$ cat config.mk
export PLATFORM = sky130hd
export DESIGN_NAME = vscale_mem_arbiter
export DESIGN_NICKNAME = d
export VERILOG_FILES = /design/src/rtl/vscale_mem_arbiter.sv
export SDC_FILE = /design/constraint.sdc
export NUM_CORES = 1
export LEC_CHECK = 0
export ABC_AREA = 0
export BUFFER_PORTS_ARGS = -buffer_cell sky130_fd_sc_hd__buf_2
export CAP_MARGIN = 20
export CORE_ASPECT_RATIO = 0.5
export CORE_MARGIN = 2
export CORE_UTILIZATION = 35
export CTS_BUF_LIST = sky130_fd_sc_hd__clkbuf_4
export DETAILED_ROUTE_END_ITERATION = 8
export PLACE_DENSITY_LB_ADDON = 0.2
export SETUP_SLACK_MARGIN = 0.02
export SLEW_MARGIN = 20
export SYNTH_ARGS = -nofsm -noshare
export SYNTH_HDL_FRONTEND = slang
export SYNTH_SLANG_ARGS = --single-unit
$ cat constraint.sdc
create_clock -name clk -period 1.25 [get_ports clk]
set_input_delay 0.0625 -clock clk [delete_from_list [all_inputs] [get_ports clk]]
set_output_delay 0.0625 -clock clk [all_outputs]
set_load 0.05 [all_outputs]
$ cat src/rtl/vscale_mem_arbiter.sv
// Shares one memory request/response channel between the vscale fetch and data ports.
// Optional: define VSCALE_MEM_ARB_ALIGN_CHECK_EN to complete misaligned data accesses locally with an error.
module vscale_mem_arbiter #(
   parameter int ADDR_WIDTH = 32,
   parameter int DATA_WIDTH = 32
) (
   input  logic                  clk,
   input  logic                  reset,
   input  logic                  imem_req,
   input  logic [ADDR_WIDTH-1:0] imem_addr,
   output logic [DATA_WIDTH-1:0] imem_rdata,
   output logic                  imem_wait,
   output logic                  imem_badmem_e,
   input  logic                  dmem_en,
   input  logic                  dmem_wen,
   input  logic [2:0]            dmem_size,
   input  logic [ADDR_WIDTH-1:0] dmem_addr,
   input  logic [DATA_WIDTH-1:0] dmem_wdata,
   output logic [DATA_WIDTH-1:0] dmem_rdata,
   output logic                  dmem_wait,
   output logic                  dmem_badmem_e,
   output logic                  mem_req_valid,
   input  logic                  mem_req_ready,
   output logic [ADDR_WIDTH-1:0] mem_req_addr,
   output logic                  mem_req_wen,
   output logic [2:0]            mem_req_size,
   output logic [DATA_WIDTH-1:0] mem_req_wdata,
   input  logic                  mem_resp_valid,
   input  logic [DATA_WIDTH-1:0] mem_resp_data,
   input  logic                  mem_resp_err
);

   typedef enum logic [1:0] {
      S_IDLE,
      S_ISSUE,
      S_RESP,
      S_AERR
   } state_t;

   state_t                r_state;
   logic                  r_owner;
   logic                  r_req_valid;
   logic [ADDR_WIDTH-1:0] r_addr;
   logic                  r_wen;
   logic [2:0]            r_size;
   logic [DATA_WIDTH-1:0] r_wdata;

   logic w_misalign;
   logic w_done;
   logic w_aerr;
   logic w_done_i;
   logic w_done_d;

`ifdef VSCALE_MEM_ARB_ALIGN_CHECK_EN
   assign w_misalign = ((dmem_size[1:0] == 2'b01) && dmem_addr[0]) ||
                       ((dmem_size[1:0] == 2'b10) && (dmem_addr[1:0] != 2'b00));
`else
   assign w_misalign = 1'b0;
`endif

   always_ff @(posedge clk) begin
      if (reset) begin
         r_state     <= S_IDLE;
         r_owner     <= 1'b0;
         r_req_valid <= 1'b0;
         r_addr      <= '0;
         r_wen       <= 1'b0;
         r_size      <= 3'b000;
         r_wdata     <= '0;
      end else begin
         unique case (r_state)
            S_IDLE: begin
               // Data port wins: a WB stall freezes the whole pipe.
               if (dmem_en) begin
                  r_owner <= 1'b1;
                  r_addr  <= dmem_addr;
                  r_wen   <= dmem_wen;
                  r_size  <= dmem_size;
                  r_wdata <= dmem_wdata;
                  if (w_misalign) begin
                     r_state <= S_AERR;
                  end else begin
                     r_state     <= S_ISSUE;
                     r_req_valid <= 1'b1;
                  end
               end else if (imem_req) begin
                  r_owner     <= 1'b0;
                  r_addr      <= imem_addr;
                  r_wen       <= 1'b0;
                  r_size      <= 3'b010;
                  r_wdata     <= '0;
                  r_state     <= S_ISSUE;
                  r_req_valid <= 1'b1;
               end
            end
            S_ISSUE: begin
               if (mem_req_ready) begin
                  r_req_valid <= 1'b0;
                  r_state     <= S_RESP;
               end
            end
            S_RESP: begin
               if (mem_resp_valid) r_state <= S_IDLE;
            end
            S_AERR: r_state <= S_IDLE;
            default: r_state <= S_IDLE;
         endcase
      end
   end

   assign w_done   = (r_state == S_RESP) && mem_resp_valid;
   assign w_aerr   = (r_state == S_AERR);
   assign w_done_i = w_done && !r_owner;
   assign w_done_d = w_done && r_owner;

   // A port that dropped its request sees neither wait nor error.
   assign imem_wait     = imem_req && !w_done_i;
   assign imem_badmem_e = imem_req && w_done_i && mem_resp_err;
   assign imem_rdata    = mem_resp_data;

   assign dmem_wait     = dmem_en && !(w_done_d || w_aerr);
   assign dmem_badmem_e = dmem_en && ((w_done_d && mem_resp_err) || w_aerr);
   assign dmem_rdata    = mem_resp_data;

   assign mem_req_valid = r_req_valid;
   assign mem_req_addr  = r_addr;
   assign mem_req_wen   = r_wen;
   assign mem_req_size  = r_size;
   assign mem_req_wdata = r_wdata;

endmodule

Word level (Yosys, flattened, before mapping)

Index checks and enable logic that the tools add are counted.
W data, S select, Z words.

Equality and inequality tests: 6
Multiplexer cells: 18
Reduce and logical (&&, ||, !) cells: 20

Operators by type and width:

| operator             | count |
|---|---|
| $mux W32             | 4 |
| $logic_and A1 B1 Y1  | 9 |
| $mux W2              | 4 |
| $pmux W2 S4          | 1 |
| $mux W1              | 6 |
| $mux W3              | 2 |
| $reduce_and A3 Y1    | 2 |
| $eq A2 B2 Y1 const B | 2 |
| $ne A2 B2 Y1 const B | 2 |
| $reduce_bool A2 Y1   | 2 |
| $logic_not A1 Y1     | 3 |
| $ne A3 B3 Y1 const B | 1 |
| $eq A2 B1 Y1 const B | 1 |
| $logic_not A2 Y1     | 1 |
| $logic_or A1 B1 Y1   | 2 |
| $pmux W1 S2          | 1 |
| $reduce_and A2 Y1    | 1 |

Output and inout port bits: 137
Bits in registers: 72

Logic depth before layout (Yosys ltp)

Gate-level depths: netlist (run 1).

Depth after elaboration: 6
Mapped depth: 6
Depth with buffers taken out: 3

Worst setup path after synthesis (run 1)

Ideal clock, no wire load.

Path kind: register to output
From: register r_state[0]
To: output dmem_wait
Data arrival time: 1,712 ps
Path slack: -525 ps
Data required time: 1,188 ps
Buffers on the path: 1
Stages on the path, launching flop included: 4
Path through: dfxtp_1 -> buf_4 -> a21o_1 -> a21boi_0

Longest elaborated chain between the ends: 6
Elaborated cells on any way between the ends: 7
Classes of those cells: eq/ne (2); reduce/logical (5)

RTL lines:

| element                | RTL line | source |
|---|---|---|
| from (decl)            | 40       | `state_t r_state;` |
| from (signal assigned) | 63       | `r_state <= S_IDLE;` |
| from (signal assigned) | 81       | `r_state <= S_AERR;` |
| from (signal assigned) | 83       | `r_state <= S_ISSUE;` |
| $eq A2 B2 Y1           | 111      | `assign w_done = (r_state == S_RESP) && mem_resp_valid;` |
| $logic_and A1 B1 Y1    | 111      |  |
| $logic_and A1 B1 Y1    | 114      | `assign w_done_d = w_done && r_owner;` |
| $logic_or A1 B1 Y1 *   | 121      | `assign dmem_wait = dmem_en && !(w_done_d \|\| w_aerr);` |
| $logic_not A1 Y1 *     | 121      |  |
| $logic_and A1 B1 Y1 *  | 121      |  |
| to (decl)              | 20       | `output logic dmem_wait,` |

Mark *: on every way between the ends. The rest lies on a longest branch, timed or not.

Worst setup path in the final report (run 1)

From: register r_owner
To: output imem_badmem_e

Longest elaborated chain between the ends: 4

RTL lines:

| element                           | RTL line | source |
|---|---|---|
| from (decl)                       | 41       | `logic r_owner;` |
| from (signal assigned)            | 64       | `r_owner <= 1'b0;` |
| from (signal assigned)            | 75       | `r_owner <= 1'b1;` |
| from (signal assigned)            | 87       | `r_owner <= 1'b0;` |
| $logic_not A1 Y1                  | 113      | `assign w_done_i = w_done && !r_owner;` |
| $logic_and A1 B1 Y1               | 113      |  |
| $logic_and A1 B1 Y1 (2 in series) | 118      | `assign imem_badmem_e = imem_req && w_done_i && mem_resp_err;` |
| to (decl)                         | 13       | `output logic imem_badmem_e,` |

No other way between the ends.

==> results of run 1 <==
[per-layer routing]
layer / GRT usage (%) / vias to the layer above / part of all wire, %
met2: 38.1 / 159 / 53
met5: 0.417 / - / 0
met1: 21.3 / 1756 / 38
met4: 8.09 / 0 / 2.4
met3: 7.52 / 35 / 6.9
li1: - / 1797 / -
[critical path: cells and delay by family (launching register included)]
kind / cells / cell delay (ns)
and+or+nand+nor: 2 / 0.53
DFF: 1 / 0.37
buffers and inverters: 1 / 0.14
[layout make-up]
| cell class | count | area [um^2] | area share [%] |
|---|---|---|---|
| well taps | 135 | 169 | 2.70 |
| inverters | 1 | 3.75 | 0.0600 |
| clock buffers | 12 | 90.1 | 1.44 |
| repair buffers | 312 | 2470 | 39.4 |
| multi-input cells | 228 | 2070 | 33.1 |
| flip-flops and latches | 72 | 1450 | 23.2 |
| clock inverters | 2 | 8.76 | 0.140 |
[cells in the final DEF (no fill, tap or decap), types with 10 or more instances in the layout]
| cell type | count |
|---|---|
| clkbuf_4 | 13 |
| o21ai_1 | 30 |
| a211oi_2 | 30 |
| a21oi_1 | 18 |
| buf_12 | 12 |
| buf_2 | 174 |
| buf_4 | 10 |
| dlygate4sd3_1 | 91 |
| a21oi_2 | 51 |
| buf_6 | 15 |
| nand2_4 | 29 |
| dfxtp_1 | 69 |
| mux2i_1 | 32 |
[repair_timing]
action	4_1_cts	5_1_grt
pin swaps	16	78
setup endpoints to repair	59	76
setup buffers	4	9
hold buffers	91	0
hold endpoints to repair	67	0
gates resized for setup	42	161
gates cloned	3	10
[per-stage QoR]
| step | power [W] | cells | util [%] | instance area, um^2 | setup TNS [ns] |
|---|---|---|---|---|---|
| CTS | 0.00623 | 747 | 56.0 | 5400 | -5.02 |
| floorplan | 0.00461 | 399 | - | 3590 | -0.0531 |
| global route | 0.00711 | 762 | 65.0 | 6260 | -12.73 |
| global placement | 0.00460 | 635 | 43.2 | 4160 | -0.0518 |
| finish | 0.00679 | 762 | 65.0 | 6260 | -9.55 |
| detailed placement | 0.00461 | 635 | 43.2 | 4160 | -0.660 |
[worst max-delay path by stage]
| stage | endpoint | slack, ns | cells after the start |
|---|---|---|---|
| floorplan | imem_wait | -0.05 | 3 |
| global placement | mem_req_wdata[25] | -0.01 | 4 |
| detailed placement | mem_req_wdata[27] | -0.05 | 4 |
| CTS | imem_badmem_e | -0.30 | 3 |
| global route | imem_badmem_e | -0.37 | 3 |
| finish | imem_badmem_e | -0.28 | 3 |
[kinds of logic after synthesis]
family,count (synthesis)
compound gates,143
buf+inv,99
mux,32
flops,72
simple gates,53
[registers in the layout, summed over array words and instances, names as in the netlist]
signal	flops
r_owner	1
mem_req_addr	32
r_state	2
mem_req_wen	1
mem_req_size	3
mem_req_wdata	32
mem_req_valid	1
[power groups by stage]
stage	clock, W	combinational, W	sequential, W
final	0.00122	0.00293	0.00264
after global placement	0	0.00194	0.00266
after detailed placement	0	0.00194	0.00266
after global routing	0.00136	0.00308	0.00267
after CTS	0.00126	0.00234	0.00263
after floorplan	0	0.00125	0.00336
==> metrics.txt, run 1 <==
Sw Pwr 0.00263 W; Iter 0 DRT Violations 149; Final min period 1.53 ns; Synth top area share 40.7%; CP Capture Type output pin; Starting Density 36.7%; Post-Synth XOR/XNOR Area 0%; number of remaining DRC errors 0; detailed-route via count 3747; GP Congestion 0.703; IO Pins 276; die area 11000 um^2; Hold Vio Cnt, Final 0; largest family of logic cells by synthesized area compound AO/OA/AOI/OAI gates; Tcrit/Tclk final 122%; DIE HEIGHT 75.1 um; Slowest cell on crit path dfxtp_4; htree depth 3; Peak Freq 0.656 GHz; WL final 13.3 mm; Rel. slew slack 71.0%; mean post-synth cell area 8.87 um^2; internal power 0.00416 W; Sw Share 38.7%; hpwl dp 7.35 mm; most numerous cell in the Yosys netlist buf_4; HP Class input port to register; CTS clk-pin slew, worst paths 0.11 ns; skew final 0.0114 ns; nets@finish 763; mux cell area share after synthesis 9.06%; DRT Pass-1 Iters 4; status complete, but fails checks; Synth Area in Compound Gates 22.9%; Synth Area in Simple Gates 7.75%; Power Density 1080 nW/um^2; pins over their slew limit 0; Worst EP required 1.19 ns; Seq pwr share 38.9%; MaxCap Viol Count 0; EDFF count, synth 0; largest net degree at the start of global routing 37; Cell Area, Synth 3540 um^2; RSZ-0062 raised after global routing yes; Ys Warns 0; first-pass GRT wire length 17.6 mm; critical path startpoint r_owner; Synth async-reset ratio 0%; die span in x 146 um; Slew @ Worst Pin 0.435 ns; CTS tree yes; Final setup viols 74; antenna violations before repair 0; # rows 25; via count of the first global-routing pass 3531; LEAKAGE 2.86 nW; R2R Setup Slk -0.20 ns; hold depth 3; via density per instance 4.92; Synth Net Count 538; post-synthesis register bit count 72; clk_lat worst skew 0.43 ns; VDD IR max 0.480 mV; clock share of power 18.0%; dpl ws -0.0469 ns; Layout fillers 786; final hold slack 0.00799 ns; synth cell count leaders buf_4 (73), dfxtp_1 (72), a21oi_1 (71); CP peak stage delay 0.37 ns; reg2reg path depth 7; P&R area growth vs syn 77.0%; CTS Buffer Depth 2; PortBufs 179; grt total ovfl 0; Detail Route Antenna Nets 0; Core Footprint 9630 um^2; distinct cell type count after synthesis 27; routed len/inst 17.5 um; critical path type register to output pin; Clock Sinks 72; failing checks negative setup slack; share of cells above drive strength 1 59.3%; crit-path cells nor4bb_4 > and3_4 > buf_8; worst-path maximum fanout 3; CTS buffer count 9; Root Driver clkbuf_4; ant diodes 0; GRT Util Overall 20.2%; crit start category register; combinational fraction of design power 43.1%; Worst R2R End mem_req_wdata[0]; cell accounting for the most synthesized area dfxtp_1; adder-cell share of the synthesized area 0%; fin worst setup slack -0.275 ns; end of the worst hold path mem_req_addr[7]; Seq/Total Area, Yosys 40.7%; worst r2r src r_state[1]; synth top area cells dfxtp_1 (41%), buf_4 (15%), a21oi_1 (10%); CP Data Arrival Time 1.46 ns; Synth Flop Type dfxtp_1; Gate Count Post-Synth 399; HP Start imem_addr[7]
(Power assumes the default switching activity.)
==> inputs of run 2 (changes only) <==
- ABC_AREA: 0 -> 1
==> run 2 against run 1 <==
  * Worst setup slack gained 0.047 ns
  * Critical endpoint is now r_owner
  * Fmax is 3.2% higher
  * Design area is 7.0% lower
  * Highest routed layer unchanged
  * Area after synthesis decreased by 1.2%
  * Largest cell class unchanged
  * Utilization is 4.1 points lower
  * Global-route usage shrank 1.0 points
  * The run still ends with negative setup slack left
  * Clock power grew 16%
  * Hold slack improved by 0.016 ns
  * Routed wire length is 8.6% lower
==> metrics.txt, run 2 <==
routed len/inst 13.9 um; fin worst setup slack -0.229 ns; Ys Warns 0; critical path type register to register; Gate Count Post-Synth 499; Synth top area share 41.2%; Final min period 1.48 ns; Tcrit/Tclk final 118%; synth cell count leaders nand2_1 (138), dfxtp_1 (72), nor2_1 (69); largest net degree at the start of global routing 40; ant diodes 0; Power Density 1140 nW/um^2; detailed-route via count 3975; final hold slack 0.0238 ns; share of cells above drive strength 1 41.3%; Iter 0 DRT Violations 178; htree depth 3; GP Congestion 0.750; via count of the first global-routing pass 3472; mean post-synth cell area 7.00 um^2; crit start category register; CP Data Arrival Time 1.77 ns; skew final 0.00732 ns; Synth Flop Type dfxtp_1; RSZ-0062 raised after global routing yes; Post-Layout Cell Count 873; CTS tree yes; CP Capture Type register; Detail Route Antenna Nets 0; most frequent cells in the layout buf_2 (175), nand2_1 (108), dlygate4sd3_1 (101); die area 10800 um^2; Cells after DPL 734; failing checks negative setup slack; Seq/Total Area, Yosys 41.2%; Slew @ Worst Pin 0.448 ns; post-synthesis register bit count 72; nets@finish 872; distinct cell type count after synthesis 17; Final setup viols 75; CTS buffer count 9; DIE HEIGHT 74.7 um; reg2reg path depth 8; # rows 25; Worst EP required 1.55 ns; Rel. slew slack 70.0%; Peak Freq 0.676 GHz; VDD IR max 0.496 mV; Starting Density 36.5%; Core Footprint 9570 um^2; HP Class input port to register; worst-path maximum fanout 7; LEAKAGE 2.89 nW; pins over their slew limit 0; MaxCap Viol Count 0; Synth async-reset ratio 0%; status complete, but fails checks; CTS clk-pin slew, worst paths 0.10 ns; PortBufs 179; hold depth 5; Clock Sinks 72; grt total ovfl 0; CTS Buffer Depth 2; DRT Pass-1 Iters 4; first-pass GRT wire length 16.8 mm; P&R area growth vs syn 66.7%; WL final 12.2 mm; number of remaining DRC errors 0; cell accounting for the most synthesized area dfxtp_1; leading cell type in the layout, fill and taps excluded buf_2; clk_lat worst skew 0.41 ns; Synth Net Count 638; EDFF count, synth 0; Root Driver clkbuf_4; Core Util, Final 60.9%; most numerous cell in the Yosys netlist nand2_1; hpwl dp 7.50 mm; synth top area cells dfxtp_1 (41%), nand2_1 (15%), buf_4 (14%); via density per instance 4.55; Hold Vio Cnt, Final 0; die span in x 145 um; Cell Area, Synth 3490 um^2; GRT Util Overall 19.2%; antenna violations before repair 0; IO Pins 276
==> run 2: changes by cell type after synthesis, sizes merged, moves of 5 or more <==
cell and delta:
nand2 +98, nand3 +37, buf -5, a21oi -31, a211oi -32, inv +9, nor2 +65, mux2i -32
==> run 2: through the flow <==
stage	cell area (um^2)	TNS (ns)	total power [W]	worst slack, ns
6_report	5830	-12.45	0.00667	-0.229
5_1_grt	5830	-18.32	0.00702	-0.291
4_1_cts	5340	-7.22	0.00630	-0.200
3_5_place_dp	4110	-0.0951	0.00456	-0.0482
3_3_place_gp	4110	-0.0423	0.00455	-0.0260
2_1_floorplan	3510	-0.189	0.00452	-0.107
==> run 2: layout make-up <==
type | count | area, um^2
fillers | 871 | 3750
clock inverters | 5 | 47.5
flip-flops and latches | 72 | 1450
repair buffers | 318 | 2440
inverters | 10 | 42.5
clock buffers | 11 | 82.6
multi-input cells | 322 | 1600
well taps | 135 | 169
==> run 2: report_power, final <==
| group | switching, W | internal [W] |
|---|---|---|
| combinational | 0.00156 | 0.00106 |
| sequential | 0.000131 | 0.00251 |
| clock | 0.000779 | 0.000637 |
==> run 2: logic make-up after synthesis <==
kind of cell / share of synthesized area (%)
and+or+nand+nor: 28.2
AOI/OAI and AO/OA: 11.1
buffers and inverters: 19.4
DFF: 41.2
==> run 2: repair_timing <==
action	in CTS	in global routing
setup buffers	5	8
hold buffers	101	0
pin swaps	11	6
resized for setup	32	89
setup endpoints to repair	4	75
cloned	0	9
endpoints found under the hold margin	71	0
==> run 2: final timing paths <==
path	startpoint	to	slack, ns
worst min-delay path	dmem_addr[28]	mem_req_addr[28]	0.02
worst max-delay path	r_state[0]	r_owner	-0.23
worst max register to register	r_state[0]	r_owner	-0.23
worst min register to register	mem_req_wdata[11]	mem_req_wdata[11]	0.46
==> run 2: metal layers <==
metal / track usage (%) / wire length [um] / up-vias
li1: - / - / 1986
met1: 19.8 / 4760 / 1830
met2: 36.9 / 6380 / 127
met3: 6.36 / 723 / 32
met4: 9.26 / 293 / 0
met5: 0 / 0 / -
==> run 2: critical path, stage by stage, from the launching register on <==
cell	delay [ns]
dfxtp_4	0.37
buf_6	0.12
buf_6	0.11
nor2_4	0.17
o21ai_4	0.17
buf_6	0.18
clkbuf_16	0.16
nand2_2	0.05
a21oi_1	0.05
